[config.mk]
export PLATFORM = sky130hd
export DESIGN_NAME = serial_addsub
export DESIGN_NICKNAME = d
export VERILOG_FILES = /design/src/rtl/serial_addsub.sv
export SDC_FILE = /design/constraint.sdc
export NUM_CORES = 1
export LEC_CHECK = 0
export ABC_AREA = 0
export CAP_MARGIN = 20
export CORE_UTILIZATION = 30
export DETAILED_ROUTE_END_ITERATION = 6
export PLACE_DENSITY = 0.6
export SYNTH_ARGS = -nofsm -noshare
export SYNTH_HDL_FRONTEND = slang
export SYNTH_SLANG_ARGS = --single-unit
[constraint.sdc]
create_clock -name clk -period 2.7 [get_ports clk]
set_input_delay 0.54 -clock clk [delete_from_list [all_inputs] [get_ports clk]]
set_output_delay 0.54 -clock clk [all_outputs]
set_load 0.05 [all_outputs]
[src/rtl/serial_addsub.sv]
// Digit-serial adder/subtractor: DIGIT bits per cycle, LSB first, N = WIDTH/DIGIT steps.
// Optional flag logic (overflow, zero) is built only when ADDSUB_FLAGS_EN is defined.
module serial_addsub #(
    parameter int unsigned WIDTH = 8,
    parameter int unsigned DIGIT = 1
) (
    input  logic             clk,
    input  logic             reset,
    input  logic             start,
    input  logic             op,
    input  logic [WIDTH-1:0] x,
    input  logic [WIDTH-1:0] y,
    output logic             busy,
    output logic             done,
    output logic [WIDTH:0]   result,
    output logic             overflow,
    output logic             zero
);

    localparam int unsigned N  = WIDTH / DIGIT;
    localparam int unsigned CW = (N > 1) ? $clog2(N) : 1;

    typedef enum logic [1:0] {
        S_IDLE = 2'd0,
        S_RUN  = 2'd1,
        S_DONE = 2'd2
    } state_t;

    state_t           r_state;
    state_t           w_next;
    logic [CW-1:0]    r_cnt;
    logic [WIDTH-1:0] r_x;
    logic [WIDTH-1:0] r_y;
    logic [WIDTH-1:0] r_acc;
    logic             r_op;
    logic             r_carry;
    logic             r_busy;
    logic             r_done;
    logic [WIDTH:0]   r_result;

    logic             w_accept;
    logic             w_last;
    logic             w_step_end;
    logic [DIGIT:0]   w_slice;
    logic [WIDTH-1:0] w_acc_next;

    assign w_accept   = start && ((r_state == S_IDLE) || (r_state == S_DONE));
    assign w_last     = (r_cnt == CW'(N - 1));
    assign w_step_end = (r_state == S_RUN) && w_last;

    // One digit step; the slice MSB is the carry (add) or borrow (sub) out.
    always_comb begin
        w_slice = '0;
        if (r_op) begin
            w_slice = {1'b0, r_x[DIGIT-1:0]} + {1'b0, r_y[DIGIT-1:0]}
                    + (DIGIT+1)'(r_carry);
        end else begin
            w_slice = {1'b0, r_x[DIGIT-1:0]} - {1'b0, r_y[DIGIT-1:0]}
                    - (DIGIT+1)'(r_carry);
        end
    end

    assign w_acc_next = (r_acc >> DIGIT) | (WIDTH'(w_slice[DIGIT-1:0]) << (WIDTH - DIGIT));

    always_ff @(posedge clk) begin
        if (reset) begin
            r_state <= S_IDLE;
        end else begin
            r_state <= w_next;
        end
    end

    always_comb begin
        w_next = r_state;
        case (r_state)
            S_IDLE:  if (w_accept) w_next = S_RUN;
            S_RUN:   if (w_last)   w_next = S_DONE;
            S_DONE:  w_next = w_accept ? S_RUN : S_IDLE;
            default: w_next = S_IDLE;
        endcase
    end

    // Operand latch, digit shifting and result capture.
    always_ff @(posedge clk) begin
        if (reset) begin
            r_cnt    <= '0;
            r_x      <= '0;
            r_y      <= '0;
            r_acc    <= '0;
            r_op     <= 1'b0;
            r_carry  <= 1'b0;
            r_busy   <= 1'b0;
            r_done   <= 1'b0;
            r_result <= '0;
        end else begin
            r_busy <= (w_next == S_RUN);
            r_done <= (w_next == S_DONE);
            if (w_accept) begin
                r_x     <= x;
                r_y     <= y;
                r_op    <= op;
                r_cnt   <= '0;
                r_carry <= 1'b0;
            end else if (r_state == S_RUN) begin
                r_x     <= r_x >> DIGIT;
                r_y     <= r_y >> DIGIT;
                r_acc   <= w_acc_next;
                r_carry <= w_slice[DIGIT];
                r_cnt   <= r_cnt + CW'(1);
                if (w_last) begin
                    r_result <= {w_slice[DIGIT], w_acc_next};
                end
            end
        end
    end

    assign busy   = r_busy;
    assign done   = r_done;
    assign result = r_result;

`ifdef ADDSUB_FLAGS_EN
    logic r_ovf;
    logic r_zero;
    logic w_xs;
    logic w_ys;
    logic w_rs;
    logic w_ovf;

    // At the last step the top slice holds the operand sign bits.
    assign w_xs  = r_x[DIGIT-1];
    assign w_ys  = r_y[DIGIT-1];
    assign w_rs  = w_slice[DIGIT-1];
    assign w_ovf = r_op ? ((w_xs == w_ys) && (w_rs != w_xs))
                        : ((w_xs != w_ys) && (w_rs != w_xs));

    always_ff @(posedge clk) begin
        if (reset) begin
            r_ovf  <= 1'b0;
            r_zero <= 1'b0;
        end else if (w_step_end) begin
            r_ovf  <= w_ovf;
            r_zero <= (w_acc_next == '0);
        end
    end

    assign overflow = r_ovf;
    assign zero     = r_zero;
`else
    logic w_unused;
    assign w_unused = w_step_end;
    assign overflow = 1'b0;
    assign zero     = 1'b0;
`endif

endmodule

-- After elaboration in Yosys (flattened, before gate mapping)
Cells that the tools add are included.
- bits in registers: 42
- input bits: 20
- output and inout bits: 13
- word-level logic and storage cells: 38
- add/sub/neg operators: 5
- equal/unequal tests: 5
- mux-type cells: 9
- bitwise logic cells: 2
- reduce and logical (&&, ||, !) cells: 7
- operator list (kind ; number):
    8-bit two-way mux ; 4
    7-bit by 8-bit OR with 8-bit output ; 1
    2-bit two-way mux ; 3
    2-bit case mux with 3 select lines ; 1
    2-bit by 1-bit == test with 1-bit output, second input constant ; 2
    2-bit == test, second input constant ; 2
    3-bit by 1-bit adder with 3-bit output, second input constant ; 1
    3-bit == test, second input constant ; 1
    3-bit AND reduction ; 1
    1-bit by 1-bit adder with 2-bit output ; 1
    2-bit by 1-bit adder with 2-bit output ; 1
    2-bit zero test ; 1
    2-bit AND reduction ; 1
    2-bit nonzero test ; 1
    2-bit OR reduction ; 1
    1-bit by 1-bit subtractor with 2-bit output ; 1
    2-bit by 1-bit subtractor with 2-bit output ; 1
    1-bit logical AND ; 1
    1-bit logical OR ; 1
    1-bit two-way mux ; 1
    1-bit NOT ; 1

-- Depth between registers and ports, before layout
- word-level depth: 6
- gate-level depth with buffers: 6
- gate-level depth less buffers: 5

-- Least setup slack after synthesis
No wires, ideal clock.
- path kind: reg-to-reg
- start: reg r_cnt[0]
- end: reg r_result[7] (netlist: result[7])
- setup time: 86 ps
- arrival time: 1204 ps
- required time: 2614 ps
- path slack: 1410 ps
- stages on the path, launching flop included: 6
- path buffers: 1
- period minus slack after synthesis: 1290 ps
- path through: dfxtp_1 -> ha_1 -> ha_1 -> and3b_1 -> buf_2 -> a211oi_1
- longest elaborated chain between the ends: 2
- RTL lines (what ; RTL line ; text):
    start, declared ; 31 ; logic [CW-1:0] r_cnt;
    start signal, assigned ; 109 ; r_cnt <= r_cnt + CW'(1);
    3-bit == test ; 48 ; assign w_last = (r_cnt == CW'(N - 1));
    3-bit AND reduction (no line) ; - ;
    end signal, assigned ; 111 ; r_result <= {w_slice[DIGIT], w_acc_next};
    end, declared ; 39 ; logic [WIDTH:0] r_result;
No other way between the ends.
A chain may end at the register's enable or synchronous reset.

-- Worst setup path in the final report
- start: reg r_result[0] (netlist: result[0])
- end: out result[0]
- RTL lines (what ; RTL line ; text):
    end, declared ; 15 ; output logic [WIDTH:0] result,
No word-level cell between the ends.

==> run_results.csv <==
group,metric,value,unit
critical_path,critical_path.cell_chain,"clkdlybuf4s50_1",
clock_tree,cts_tree,"yes",
die,io_pins,33,
hold_path,holdPathEnd,"result[3]$_SDFFE_PP0P_",
timing,fmax,506.9,MHz
outcome,status,"completed",
timing,rsz0062_at_grt,"no",
critical_path,crit_type,"register to output pin",
drt,drt_iter0_drc,65,
logic_synthesis,ys_seq_area_share,50.08,%
die,initial_core_util,31.69,%
critical_path,reg2reg_to,"r_y[2]$_SDFFE_PP0P_",
hold_path,hold_path_depth,2,
die,die_w,75.92,microns
logic_synthesis,synth_cells,188,
timing,hold_viol_final,0,
logic_synthesis,netlist.area_leader.share,50.08,%
logic_synthesis,synthTopCellsByArea,"dfxtp_1 (50%), nand2_1 (11%), a311oi_1 (5.9%)",
logic_synthesis,syn_area_per_cell,8.718,sq um
timing,finalClockSkew,0.004155,ns
logic_synthesis,synth.distinct_cells,26,
drt,via_per_inst,4.715,
placement,gp_congestion,0.6523,
die,core-area,5172,sq um
die,die_y,75.92,microns
hold_path,hp-start,"result[3]$_SDFFE_PP0P_",
placement,dp_slack,0.8177,ns
logic_synthesis,synth-seq-cells,41,
clock_tree,clkSlewWorstSetupHoldPaths,0.07,ns
finish,layout.cells.non_filler,284,
critical_path,cp-start-kind,"register",
clock_tree,numCtsBuffers,5,
critical_path,crit_required,2.16,ns
timing,layout_setup_ws,0.7271,ns
timing,min_period,1.973,ns
global_route,grt_pass1_wl,5.692,mm
global_route,grt_pass1_vias,1286,
pwr,p_leak,0.7239,nW
run,maxCapViolations,0,
drt,drt_pass1_iterations,4,
clock_tree,cts_hold_buffers,0,
critical_path,r2r_cells,3,
clock_tree,cts_setup_buffers,0,
logic_synthesis,synth_top_cell_by_area,"dfxtp_1",
clock_tree,htree_levels,2,
critical_path,critPathBufInv,1,
logic_synthesis,syn_area,1639,sq um
clock_tree,cts_root_buffer,"clkbuf_8",
global_route,grt_max_degree,42,
placement,placed_cells,277,
drt,route.detailed.drc,0,
critical_path,cp.arrival,1.43,ns
finish,nNetsFinal,238,
timing,fin_hold_ws,0.4549,ns
timing,tightest_slew,0.9701,ns
die,rows,26,
timing,slew_headroom,35.33,%
global_route,grt_overflow,0,
die,die-area,5763,sq um
clock_tree,clkSinkCount,41,
critical_path,cp_max_fo,2,
global_route,antenna_found_initial,0,
placement,io_buffers,30,
pwr,ir_drop,0.1635,mV
clock_tree,clkLatencyLatePin,0.29,ns
critical_path,r2r_setup_slack,1.08,ns
logic_synthesis,ys_warn_count,0,
finish,postLayoutCoreUtil,39.65,%
finish,drive_above_1_share,5.140,%
clock_tree,cts-resized-gates,0,
timing,period_share,73.07,%
critical_path,critPathSlowestCell,"clkdlybuf4s50_1",
critical_path,r2r-start,"r_state[1]$_SDFF_PP0_",
pwr,p_per_area,581.3,nW/um^2
timing,setup_viol_count_final,0,
placement,dp_hpwl,2.115,mm
global_route,track_usage,12.26,%
critical_path,critPathCaptureType,"output pin",
drt,ant_nets,0,
finish,syn_to_final_growth,25.11,%
hold_path,hold_class,"register to register",
clock_tree,clockBufferDepth,2,
finish,antennaDiodeCount,0,
timing,maxSlewViolCount,0,
critical_path,cp_top_family,"buffers and inverters",
critical_path,cp_slowest_stage_delay,0.80,ns
drt,wl,3.271,mm
drt,wire_per_inst,11.52,microns
drt,via_count,1339,
timing,fin_setup_tns,0,ns
==> layout make-up <==
| type | instances | area, sq um |
|---|---|---|
| clock buffers | 7 | 86.33 |
| well taps | 70 | 87.58 |
| fillers | 528 | 3122 |
| multi-input cells | 131 | 721.9 |
| repair buffers | 34 | 330.3 |
| inverters | 1 | 3.754 |
| flip-flops and latches | 41 | 820.8 |
==> worst max path at each step <==
stage	depth (start not counted)	endpoint	from	slack [ns]
final	1	result[0]	result[0]$_SDFFE_PP0P_	0.73
after detailed placement	5	r_x[0]$_SDFFE_PP0P_	start	0.82
after floorplan	5	result[7]$_SDFFE_PP0P_	r_cnt[0]$_SDFFE_PP0N_	1.41
after global placement	5	r_x[0]$_SDFFE_PP0P_	start	0.83
after CTS	1	result[7]	result[7]$_SDFFE_PP0P_	0.71
after global routing	1	result[3]	result[3]$_SDFFE_PP0P_	0.68
==> power by group <==
part / internal, W / switching [W] / leakage [nW] / total [W]
Combinational: 0.0000631 / 0.0000808 / 0.345 / 0.000144
Sequential: 0.000633 / 0.0000174 / 0.335 / 0.000650
Clock: 0.000203 / 0.000196 / 0.0443 / 0.000398
==> cells by family (layout without fill, tap and decap cells) <==
kind of cell	after synthesis	count (layout)	synth area share (%)
simple gates	83	83	20.84
flops	41	41	50.08
compound gates	36	36	15.19
buf+inv	17	42	6.107
mux	5	5	3.054
fa+ha+maj	4	4	3.969
other cells	1	2	0.2288
xor+xnor	1	1	0.5344
==> state kept, by name (all words and copies together), names as in the netlist <==
register	flops
busy	1
r_x	8
r_acc	7
r_cnt	3
r_state	2
r_op	1
result	9
done	1
r_y	8
r_carry	1
==> synthesized netlist by cell type, drive strengths merged <==
cell / instances
a211oi: 3
nor2b: 1
dfxtp: 41
o21a: 1
conb: 1
fa: 2
buf: 11
clkbuf: 5
nand3b: 1
and2b: 1
nor2: 19
a22oi: 3
a2111oi: 1
a21oi: 17
nand2b: 2
nand3: 3
and3b: 1
ha: 2
mux2i: 5
xnor2: 1
inv: 1
nor3: 5
a311oi: 11
nand2: 50
==> layout by cell type, fill, tap and decap left out <==
cell	instances
nand2_1	50
xnor2_1	1
a211oi_1	3
a311oi_1	11
clkdlybuf4s50_1	30
fa_1	2
conb_1	2
buf_4	4
mux2i_1	5
nand3_1	3
and3b_1	1
a21oi_1	17
dfxtp_1	41
nor3_1	5
ha_1	2
a22oi_1	3
clkbuf_1	1
clkbuf_8	6
nor2b_1	1
inv_1	1
nand2b_1	2
o21a_1	1
nand3b_1	1
nor2_1	19
a2111oi_2	1
and2b_1	1
==> through the flow <==
stage / instance area [sq um] / total power (W)
floorplan: 1643 / 0.0007627
global placement: 1964 / 0.0008073
detailed placement: 1964 / 0.0008073
CTS: 2051 / 0.001206
global route: 2051 / 0.001248
finish: 2051 / 0.001192
==> routing by layer <==
metal,share of wire [%],track usage [%],vias up
li1,-,-,683
met1,48,14.49,612
met2,45,20.27,39
met3,5.1,3.373,5
met4,2.0,6.346,0
met5,0,0,-
Power figures use the tool's default switching activity.
